==> src/rtl/lii_rx_demux_if.sv <==
// LII receive demux bundle: one tagged phy input channel, NOUT kernel streams.
// slave = demux side, master = fabric/kernel side driving beats and readies.
interface lii_rx_demux_if #(
   parameter int PW   = 128,
   parameter int NOUT = 2
);
   logic [PW-1:0]     lii_in_p0_tdata;
   logic              lii_in_p0_tvalid;
   logic              lii_in_p0_tready;
   logic [7:0]        lii_in_p0_src;
   logic [7:0]        lii_in_p0_dst;
   logic [NOUT*PW-1:0] out_tdata;
   logic [NOUT-1:0]   out_tvalid;
   logic [NOUT-1:0]   out_tready;
   logic [NOUT*8-1:0] out_src;
   logic [15:0]       drop_cnt;

   modport master (
      output lii_in_p0_tdata, lii_in_p0_tvalid,
      output lii_in_p0_src, lii_in_p0_dst,
      input  lii_in_p0_tready,
      input  out_tdata, out_tvalid, out_src, drop_cnt,
      output out_tready
   );

   modport slave (
      input  lii_in_p0_tdata, lii_in_p0_tvalid,
      input  lii_in_p0_src, lii_in_p0_dst,
      output lii_in_p0_tready,
      output out_tdata, out_tvalid, out_src, drop_cnt,
      input  out_tready
   );
endinterface

==> src/rtl/lii_rx_demux.sv <==
// LII rx demux: hold register steers beats by dst into per-output FIFOs.
// Ports: aclk, arst (sync, active-high), lii (slave view of lii_rx_demux_if).
module lii_rx_demux #(
   parameter int         PW      = 128,
   parameter int         NOUT    = 2,
   parameter logic [7:0] BASE_ID = 8'h00,
   parameter int         DEPTH   = 4
) (
   input logic aclk,
   input logic arst,
   lii_rx_demux_if.slave lii
);
   localparam int AW = (DEPTH > 1) ? $clog2(DEPTH) : 1;
   localparam int IW = (NOUT > 1) ? $clog2(NOUT) : 1;
   localparam int CW = AW + 1;

   logic            hold_v;
   logic            hold_bad;
   logic [PW-1:0]   hold_data;
   logic [7:0]      hold_src;
   logic [IW-1:0]   hold_idx;

   logic [7:0]      in_off;
   logic            in_bad;
   logic            tgt_full;
   logic            hold_go;
   logic            in_rdy;
   logic            acc;
   logic [15:0]     drop_q;

   logic [PW-1:0]   mem_d [NOUT][DEPTH];
   logic [7:0]      mem_s [NOUT][DEPTH];
   logic [AW-1:0]   wp    [NOUT];
   logic [AW-1:0]   rp    [NOUT];
   logic [CW-1:0]   cnt   [NOUT];

   logic [NOUT-1:0] full;
   logic [NOUT-1:0] vld;
   logic [NOUT-1:0] push;
   logic [NOUT-1:0] pop;

   assign in_off = lii.lii_in_p0_dst - BASE_ID;
   assign in_bad = (lii.lii_in_p0_dst < BASE_ID)
                 | ({1'b0, in_off} >= 9'(NOUT));

   always_comb begin
      tgt_full = 1'b0;
      full     = '0;
      vld      = '0;
      for (int i = 0; i < NOUT; i++) begin
         full[i] = (cnt[i] == CW'(DEPTH));
         vld[i]  = !arst && (cnt[i] != '0);
         if (hold_idx == IW'(i))
            tgt_full = full[i];
      end
   end

   // A bad beat always drains; a good one waits for room in its FIFO.
   assign hold_go = hold_v & (hold_bad | !tgt_full);
   // Registered-state only: never looks at tvalid.
   assign in_rdy  = !arst & (!hold_v | hold_go);
   assign acc     = in_rdy & lii.lii_in_p0_tvalid;

   always_comb begin
      push = '0;
      pop  = '0;
      for (int i = 0; i < NOUT; i++) begin
         push[i] = hold_go && !hold_bad && (hold_idx == IW'(i));
         pop[i]  = vld[i] && lii.out_tready[i];
      end
   end

   // Data is masked while empty so idle and reset outputs read as zero.
   always_comb begin
      lii.out_tdata = '0;
      lii.out_src   = '0;
      for (int i = 0; i < NOUT; i++) begin
         if (vld[i]) begin
            lii.out_tdata[i*PW +: PW] = mem_d[i][rp[i]];
            lii.out_src[i*8 +: 8]     = mem_s[i][rp[i]];
         end
      end
   end

   assign lii.lii_in_p0_tready = in_rdy;
   assign lii.out_tvalid       = vld;
   assign lii.drop_cnt         = drop_q;

   always_ff @(posedge aclk) begin
      if (arst) begin
         hold_v <= 1'b0;
         drop_q <= '0;
         for (int i = 0; i < NOUT; i++) begin
            wp[i]  <= '0;
            rp[i]  <= '0;
            cnt[i] <= '0;
         end
      end else begin
         if (acc)
            hold_v <= 1'b1;
         else if (hold_go)
            hold_v <= 1'b0;

         if (hold_go && hold_bad && drop_q != 16'hFFFF)
            drop_q <= drop_q + 16'd1;

         for (int i = 0; i < NOUT; i++) begin
            if (push[i])
               wp[i] <= wp[i] + 1'b1;
            if (pop[i])
               rp[i] <= rp[i] + 1'b1;
            case ({push[i], pop[i]})
               2'b10:   cnt[i] <= cnt[i] + 1'b1;
               2'b01:   cnt[i] <= cnt[i] - 1'b1;
               default: cnt[i] <= cnt[i];
            endcase
         end
      end
   end

   // Payload storage carries no reset; validity lives in hold_v and cnt.
   always_ff @(posedge aclk) begin
      if (acc) begin
         hold_data <= lii.lii_in_p0_tdata;
         hold_src  <= lii.lii_in_p0_src;
         hold_idx  <= in_off[IW-1:0];
         hold_bad  <= in_bad;
      end
      for (int i = 0; i < NOUT; i++) begin
         if (push[i]) begin
            mem_d[i][wp[i]] <= hold_data;
            mem_s[i][wp[i]] <= hold_src;
         end
      end
   end
endmodule

==> src/flat_wrapper.sv <==
// flat-port wrapper written by rule: the top's interface ports become plain ports
module lii_rx_demux_flat 
#(
   parameter int         PW      = 128,
   parameter int         NOUT    = 2,
   parameter logic [7:0] BASE_ID = 8'h00,
   parameter int         DEPTH   = 4
)
  (aclk, arst, lii_lii_in_p0_tdata, lii_lii_in_p0_tvalid, lii_lii_in_p0_src, lii_lii_in_p0_dst, lii_lii_in_p0_tready, lii_out_tdata, lii_out_tvalid, lii_out_src, lii_drop_cnt, lii_out_tready);
  lii_rx_demux_if #(.PW(PW), .NOUT(NOUT)) lii_i ();
  input logic aclk;
  input logic arst;
  input wire logic [$bits(lii_i.lii_in_p0_tdata)-1:0] lii_lii_in_p0_tdata;
  input wire logic [$bits(lii_i.lii_in_p0_tvalid)-1:0] lii_lii_in_p0_tvalid;
  input wire logic [$bits(lii_i.lii_in_p0_src)-1:0] lii_lii_in_p0_src;
  input wire logic [$bits(lii_i.lii_in_p0_dst)-1:0] lii_lii_in_p0_dst;
  output wire logic [$bits(lii_i.lii_in_p0_tready)-1:0] lii_lii_in_p0_tready;
  output wire logic [$bits(lii_i.out_tdata)-1:0] lii_out_tdata;
  output wire logic [$bits(lii_i.out_tvalid)-1:0] lii_out_tvalid;
  output wire logic [$bits(lii_i.out_src)-1:0] lii_out_src;
  output wire logic [$bits(lii_i.drop_cnt)-1:0] lii_drop_cnt;
  input wire logic [$bits(lii_i.out_tready)-1:0] lii_out_tready;
  assign lii_i.lii_in_p0_tdata = lii_lii_in_p0_tdata;
  assign lii_i.lii_in_p0_tvalid = lii_lii_in_p0_tvalid;
  assign lii_i.lii_in_p0_src = lii_lii_in_p0_src;
  assign lii_i.lii_in_p0_dst = lii_lii_in_p0_dst;
  assign lii_lii_in_p0_tready = lii_i.lii_in_p0_tready;
  assign lii_out_tdata = lii_i.out_tdata;
  assign lii_out_tvalid = lii_i.out_tvalid;
  assign lii_out_src = lii_i.out_src;
  assign lii_drop_cnt = lii_i.drop_cnt;
  assign lii_i.out_tready = lii_out_tready;
  lii_rx_demux #(.PW(PW), .NOUT(NOUT), .BASE_ID(BASE_ID), .DEPTH(DEPTH)) u_core (.aclk(aclk), .arst(arst), .lii(lii_i));
endmodule
==> config.mk <==
export PLATFORM = sky130hd
export DESIGN_NAME = lii_rx_demux_flat
export DESIGN_NICKNAME = d
export VERILOG_FILES = /design/src/rtl/lii_rx_demux_if.sv /design/src/rtl/lii_rx_demux.sv /design/src/flat_wrapper.sv
export SDC_FILE = /design/constraint.sdc
export NUM_CORES = 1
export LEC_CHECK = 0
export ABC_AREA = 1
export BUFFER_PORTS_ARGS = -buffer_cell sky130_fd_sc_hd__buf_2
export CAP_MARGIN = 20
export CORE_UTILIZATION = 40
export CTS_CLUSTER_DIAMETER = 200
export DETAILED_ROUTE_END_ITERATION = 16
export GPL_TIMING_DRIVEN = 0
export PLACE_DENSITY_LB_ADDON = 0.08
export SLEW_MARGIN = 40
export SYNTH_ARGS = -nofsm -noshare
export SYNTH_HDL_FRONTEND = slang
export SYNTH_SLANG_ARGS = --single-unit
==> constraint.sdc <==
create_clock -name aclk -period 12.5 [get_ports aclk]
set_clock_uncertainty 0.1 [all_clocks]
set_input_delay 2.5 -clock aclk [delete_from_list [all_inputs] [get_ports aclk]]
set_output_delay 2.5 -clock aclk [all_outputs]
set_load 0.02 [all_outputs]
# After elaboration in Yosys (flattened, before gate mapping)
# Memories as Yosys holds them, arrays and structs flattened.
# Index checks and enable logic that the tools add are counted.
dict set report op_classes {
  addsub 9
  n_mul 0
  div 0
  magnitude_cmp 8
  n_eq_ne 7
  shift 0
  n_mux 79
  bitwise 21
  reduce_logical 22
}
# cell count
set ops {}
lappend ops {{512-bit two-way mux} 4}
lappend ops {{128-bit two-way mux} 8}
lappend ops {{128-bit binary-select mux with 2-bit select} 2}
lappend ops {{128-bit demux with 2-bit select} 2}
lappend ops {{512-bit OR reduction} 1}
lappend ops {{32-bit two-way mux} 4}
lappend ops {{8-bit two-way mux} 8}
lappend ops {{1-bit two-way mux} 37}
lappend ops {{8-bit binary-select mux with 2-bit select} 2}
lappend ops {{8-bit demux with 2-bit select} 2}
lappend ops {{32-bit OR reduction} 1}
lappend ops {{3-bit two-way mux} 6}
lappend ops {{16-bit by 1-bit adder with 16-bit output (second input constant)} 1}
lappend ops {{16-bit inequality test (second input constant)} 1}
lappend ops {{1-bit OR} 13}
lappend ops {{3-bit greater-or-equal comparator (second input constant)} 4}
lappend ops {{2-bit NOT with 3-bit output} 4}
lappend ops {{1-bit logical AND} 11}
lappend ops {{2-bit by 1-bit adder with 2-bit output (second input constant)} 4}
lappend ops {{8-bit by 2-bit greater-or-equal comparator with 1-bit output (second input constant)} 1}
lappend ops {{8-bit by 1-bit < comparator with 1-bit output (second input constant)} 1}
lappend ops {{2-bit two-way mux} 4}
lappend ops {{3-bit by 1-bit adder with 3-bit output (second input constant)} 2}
lappend ops {{3-bit equality test (second input constant)} 2}
lappend ops {{other kinds (10)} 21}
dict set report totals {
  regBits 155
  latch_bits 0
  ram_bits 1102
  mem_bits_ro 0
  input_bits 149
  out_inout_bits 291
  elab_cells 157
  n_memories 5
}
# memory words width rd rd_ports_with_merged_regs write_ports line
set mem_list {}
lappend mem_list {u_core.mem_d 2 512 2 0 1 lii_rx_demux.sv:31} ;# logic [PW-1:0] mem_d [NOUT][DEPTH];
lappend mem_list {u_core.mem_s 2 32 2 0 1 lii_rx_demux.sv:32} ;# logic [7:0] mem_s [NOUT][DEPTH];
lappend mem_list {u_core.cnt 2 3 2 0 2 lii_rx_demux.sv:35} ;# logic [CW-1:0] cnt [NOUT];
lappend mem_list {u_core.rp 2 2 2 0 2 lii_rx_demux.sv:34} ;# logic [AW-1:0] rp [NOUT];
lappend mem_list {u_core.wp 2 2 2 0 2 lii_rx_demux.sv:33} ;# logic [AW-1:0] wp [NOUT];

# Depth between registers and ports, before layout
dict set report depth {
  depth_word 14
  mapped_depth 13
  mapped_depth_nobuf 13
}

# Least setup slack after synthesis
# Ideal clock, no wire load.
dict set report synth_path {
  path_type {in2reg}
  startpoint {input arst}
  endpoint {register u_core.hold_bad (enable)}
  setup_time_ns 0.804
  arrival_ns 12.004
  required_ns 11.596
  path_slack_ns -0.408
  stages 2
  cell_sequence {buf_2 -> nor3_1}
}
dict set report synth_via {
  elab_chain_cells 3
}
# item line
set synth_rtl {}
lappend synth_rtl {{from (decl)} flat_wrapper.sv:12} ;# input logic arst;
lappend synth_rtl {{1-bit logical NOT} lii_rx_demux.sv:61} ;# assign in_rdy = !arst & (!hold_v | hold_go);
lappend synth_rtl {{1-bit bitwise AND} lii_rx_demux.sv:61}
lappend synth_rtl {{1-bit bitwise AND} lii_rx_demux.sv:62} ;# assign acc = in_rdy & lii.lii_in_p0_tvalid;
lappend synth_rtl {{via u_core.acc} lii_rx_demux.sv:28} ;# logic acc;
lappend synth_rtl {{to (signal assigned)} lii_rx_demux.sv:127} ;# hold_bad <= in_bad;
lappend synth_rtl {{to (decl)} lii_rx_demux.sv:18} ;# logic hold_bad;
# The timed path passes the listed nets, and every way through them passes these cells.
# A chain may end at the register's enable or synchronous reset.

# Final worst setup path
dict set report layout_path {
  startpoint {input arst}
  endpoint {output lii_out_tdata[30]}
}
dict set report layout_via {
  elab_chain_cells 3
}
# item line
set layout_rtl {}
lappend layout_rtl {{1-bit logical NOT} lii_rx_demux.sv:52} ;# vld[i] = !arst && (cnt[i] != '0);
lappend layout_rtl {{1-bit logical AND} lii_rx_demux.sv:52}
lappend layout_rtl {{128-bit two-way mux} lii_rx_demux.sv:78} ;# if (vld[i]) begin
lappend layout_rtl {{to (decl)} flat_wrapper.sv:18} ;# output wire logic [$bits(lii_i.out_tdata)-1:0] lii_out_tdata;
# No other way between the ends.

==> key figures <==
Status
  – Result of the run: complete, no violations

Drt
  – Average routed wire per standard cell: 22.62 µm
  – Remaining design rule violation count: 0
  – Wire length reported by the detailed router: 135800 µm
  – Drt via density: 4.979
  – Via Count: 29890
  – Number of nets still failing antenna checks after routing: 0
  – Number of DRC markers after the initial detailed-route iteration: 2258
  – Length of the first detailed-routing pass in iterations: 5

STA
  – Endpoints failing setup: 0
  – RSZ-0062 raised after global routing: false
  – Max Freq: 142.6 MHz
  – Crit share post-route: 0.5610
  – Transition time of the tightest slew-check pin: 815.7 ps
  – Slew margin rel.: 0.4562
  – Final critical-path setup slack: 5488 ps
  – Final number of hold-violating endpoints: 0
  – Max-slew violation count: 0
  – Final critical-path required period: 7012 ps

Yosys
  – Count of unique library cells instantiated by Yosys: 30
  – Netlist Area Pre-Place: 48050 µm²
  – Mapped Nets: 3791
  – Async set-or-reset flop fraction in the synthesized netlist: 0
  – Count of mapped cells out of synthesis: 3625
  – Synth Warn #: 0
  – Portion of the post-synthesis area used by sequential elements: 0.7820
  – Synth Register Bits: 1257
  – Main area contributors after synthesis: edfxtp_1, nor2_1, o21ai_0
  – Number of flops mapped to enable cells by yosys: 1240
  – Dominant cell type by area after synthesis: edfxtp_1
  – Post-Synthesis Mean Instance Area: 13.26 µm²
  – Area share of the largest cell type after synthesis: 0.7749
  – Most frequently used flop master after synthesis: edfxtp_1

Min path
  – Hold WC Path Type: flip-flop to flip-flop

Setup path
  – Element type at the critical path end: output port
  – Required time reported for the critical path endpoint: 9900 ps
  – Highest fanout seen on the critical path: 10
  – Critical register-to-register path endpoint: u_core.mem_d[0][445]
  – CP Capture Point: lii_out_tdata[30]
  – Startpoint of the worst setup timing path: arst
  – Reg-to-reg setup timing slack: 9110 ps
  – Worst Path Arrival: 4410 ps
  – Worst reg2reg path startpoint: u_core.cnt[1][2]
  – Worst Reg2Reg Path Length in Cells: 9
  – Worst setup path class: input pin to output port
  – Nature of the critical path startpoint: input pin

Floorplan
  – Die H: 348.6 µm
  – Full die area: 121500 µm²
  – CORE AREA: 118600 µm²
  – Boundary Pins: 440
  – Initial Utilization: 0.4053
  – Standard-cell rows: 126
  – Chip Width: 348.6 µm

Cells and area
  – Number of standard cells in the layout, taps in and fillers out: 6004
  – Ratio of cells with drive above 1 in the final layout: 0.1899
  – Final standard cell utilization of the core: 0.4943
  – Number of filler cells placed in the layout: 10470
  – Final layout net count: 4465
  – Total area of multi-input combinational cells: 9318 µm²
  – Sequential standard cell area: 37580 µm²
  – Layout area overhead: 21.94%
  – Total non-filler cell area in the finished layout: 58600 µm²
  – Commonest non-fill, non-tap cell in the layout: edfxtp_1
  – Most frequent cells in the layout: edfxtp_1, nor2_1, buf_2

Clocking
  – Setup Fix Bufs, Post-CTS: 0
  – H-tree levels: 4
  – Clock latency on the worst-skew pair: 730 ps
  – Number of buffers inserted by hold repair at cts: 0
  – Root buffer cell: clkbuf_16
  – PostCTS Resize Cnt: 0
  – Buffers from clock root to sink, at most: 3
  – TritonCTS clock tree: built
  – Clk slew on worst S/H paths: 60 ps
  – Number of clock sinks: 1257
  – Number of buffers inserted during clock tree synthesis: 138

Placed design
  – Cell total after placement: 5759
  – Final weighted congestion of routability-driven global placement: 0.7631
  – Detailed Place HPWL: 91970 µm
  – Post-place instance area: 54300 µm²
  – Worst slack, placed: 5452 ps
  – Quantity of I/O buffers inserted on ports: 438

Global routing
  – Residual overflow from global routing: 0
  – Via count of the first global-routing pass: 28900
  – Number of antenna violations at the first check in global routing: 16
  – Global-route wire length before repair: 196100 µm
  – Maximum number of pins on one net before global-route repair: 20
  – GR Util All Layers: 0.2221

Power
  – Leakage power total: 0.02061 µW
  – Max VDD drop: 0.0001382 V
  – Cell Pwr Density: 167.7 nW/µm²

Flow run
  – Max Cap Viol: 0
[metal layers]
layer	share of wire	GRT usage	wire length, µm	up-vias
met3	0.066	0.04338	8925	182
li1	-	-	-	14280
met5	0.00040	0	54	-
met2	0.48	0.3650	65450	838
met1	0.43	0.3020	58860	14580
met4	0.019	0.05666	2536	8
[worst min-delay path by stage]
stage | to | slack, ps | cells after the start | start
finish | u_core.lii.drop_cnt[5] | 430 | 2 | u_core.lii.drop_cnt[5]
detailed placement | u_core.lii.drop_cnt[3] | 420 | 2 | u_core.lii.drop_cnt[3]
global placement | u_core.lii.drop_cnt[3] | 400 | 2 | u_core.lii.drop_cnt[3]
global route | u_core.lii.drop_cnt[3] | 470 | 2 | u_core.lii.drop_cnt[3]
floorplan | u_core.mem_d[0][0] | 430 | 0 | u_core.hold_data[0]
CTS | u_core.lii.drop_cnt[4] | 430 | 2 | u_core.lii.drop_cnt[4]
[metrics by stage]
| step | setup TNS [ps] | power [µW] | hold slack [ps] |
|---|---|---|---|
| after floorplan | 0 | 5508 | 428.0 |
| after global placement | -999410 | 6049 | 401.8 |
| after detailed placement | 0 | 6057 | 419.7 |
| after CTS | 0 | 9937 | 427.0 |
| after global routing | 0 | 10200 | 472.5 |
| final | 0 | 9825 | 427.2 |
[power breakdown]
group / internal [µW] / total, µW / switching, µW / leakage (µW)
registers: 4680 / 4740 / 52.2 / 0.0114
logic: 338 / 1210 / 869 / 0.00713
clock network: 2260 / 3880 / 1620 / 0.00209
total: 7280 / 9820 / 2540 / 0.0206
[registers in the layout, summed over array words and instances, names as in the netlist]
register             flops
u_core.hold_bad          1
u_core.wp                4
u_core.rp                4
u_core.cnt               6
u_core.hold_src          8
u_core.mem_d          1024
u_core.hold_idx          1
u_core.hold_data       128
u_core.mem_s            64
u_core.hold_v            1
u_core.lii.drop_cnt     16
[layout make-up]
type | instances | area share
diodes | 1 | 0.00004271
plain buffers | 216 | 0.01772
clock buffers | 180 | 0.06489
clock inverters | 64 | 0.008392
inverters | 51 | 0.003267
multi-input cells | 2101 | 0.1590
flip-flops and latches | 1257 | 0.6413
well taps | 1600 | 0.03416
repair buffers | 534 | 0.07123
[synth_stat cells (3+ instances only)]
cell	number
dfxtp_1	17
nor3_1	4
nand2_2	3
buf_2	59
a21oi_1	283
buf_1	34
o21ai_0	463
inv_1	45
xnor2_1	4
nand3_1	11
nand4_1	5
nor2_2	4
inv_2	6
buf_6	9
a21oi_2	6
edfxtp_1	1240
o21ai_1	88
xor2_1	6
clkbuf_2	3
nand2_1	68
ha_1	16
clkbuf_1	89
nor2_1	1134
buf_4	22
[cell families (layout without fill, tap and decap cells)]
group / after synthesis / after routing / synth area share
other: 0 / 1 / 0
AOI/OAI and AO/OA: 842 / 842 / 0.08848
xor gates and xnor gates: 10 / 10 / 0.001823
DFF: 1257 / 1257 / 0.7820
adders and majority gates: 17 / 17 / 0.004583
and+or+nand+nor: 1232 / 1232 / 0.09754
buffers and inverters: 267 / 1045 / 0.02560
[critical path, cell delays in order]
cell and delay (ps):
buf_2 260, nor2_2 120, inv_2 510, clkbuf_1 580, a21oi_1 200, buf_2 220
(Power assumes the default switching activity.)
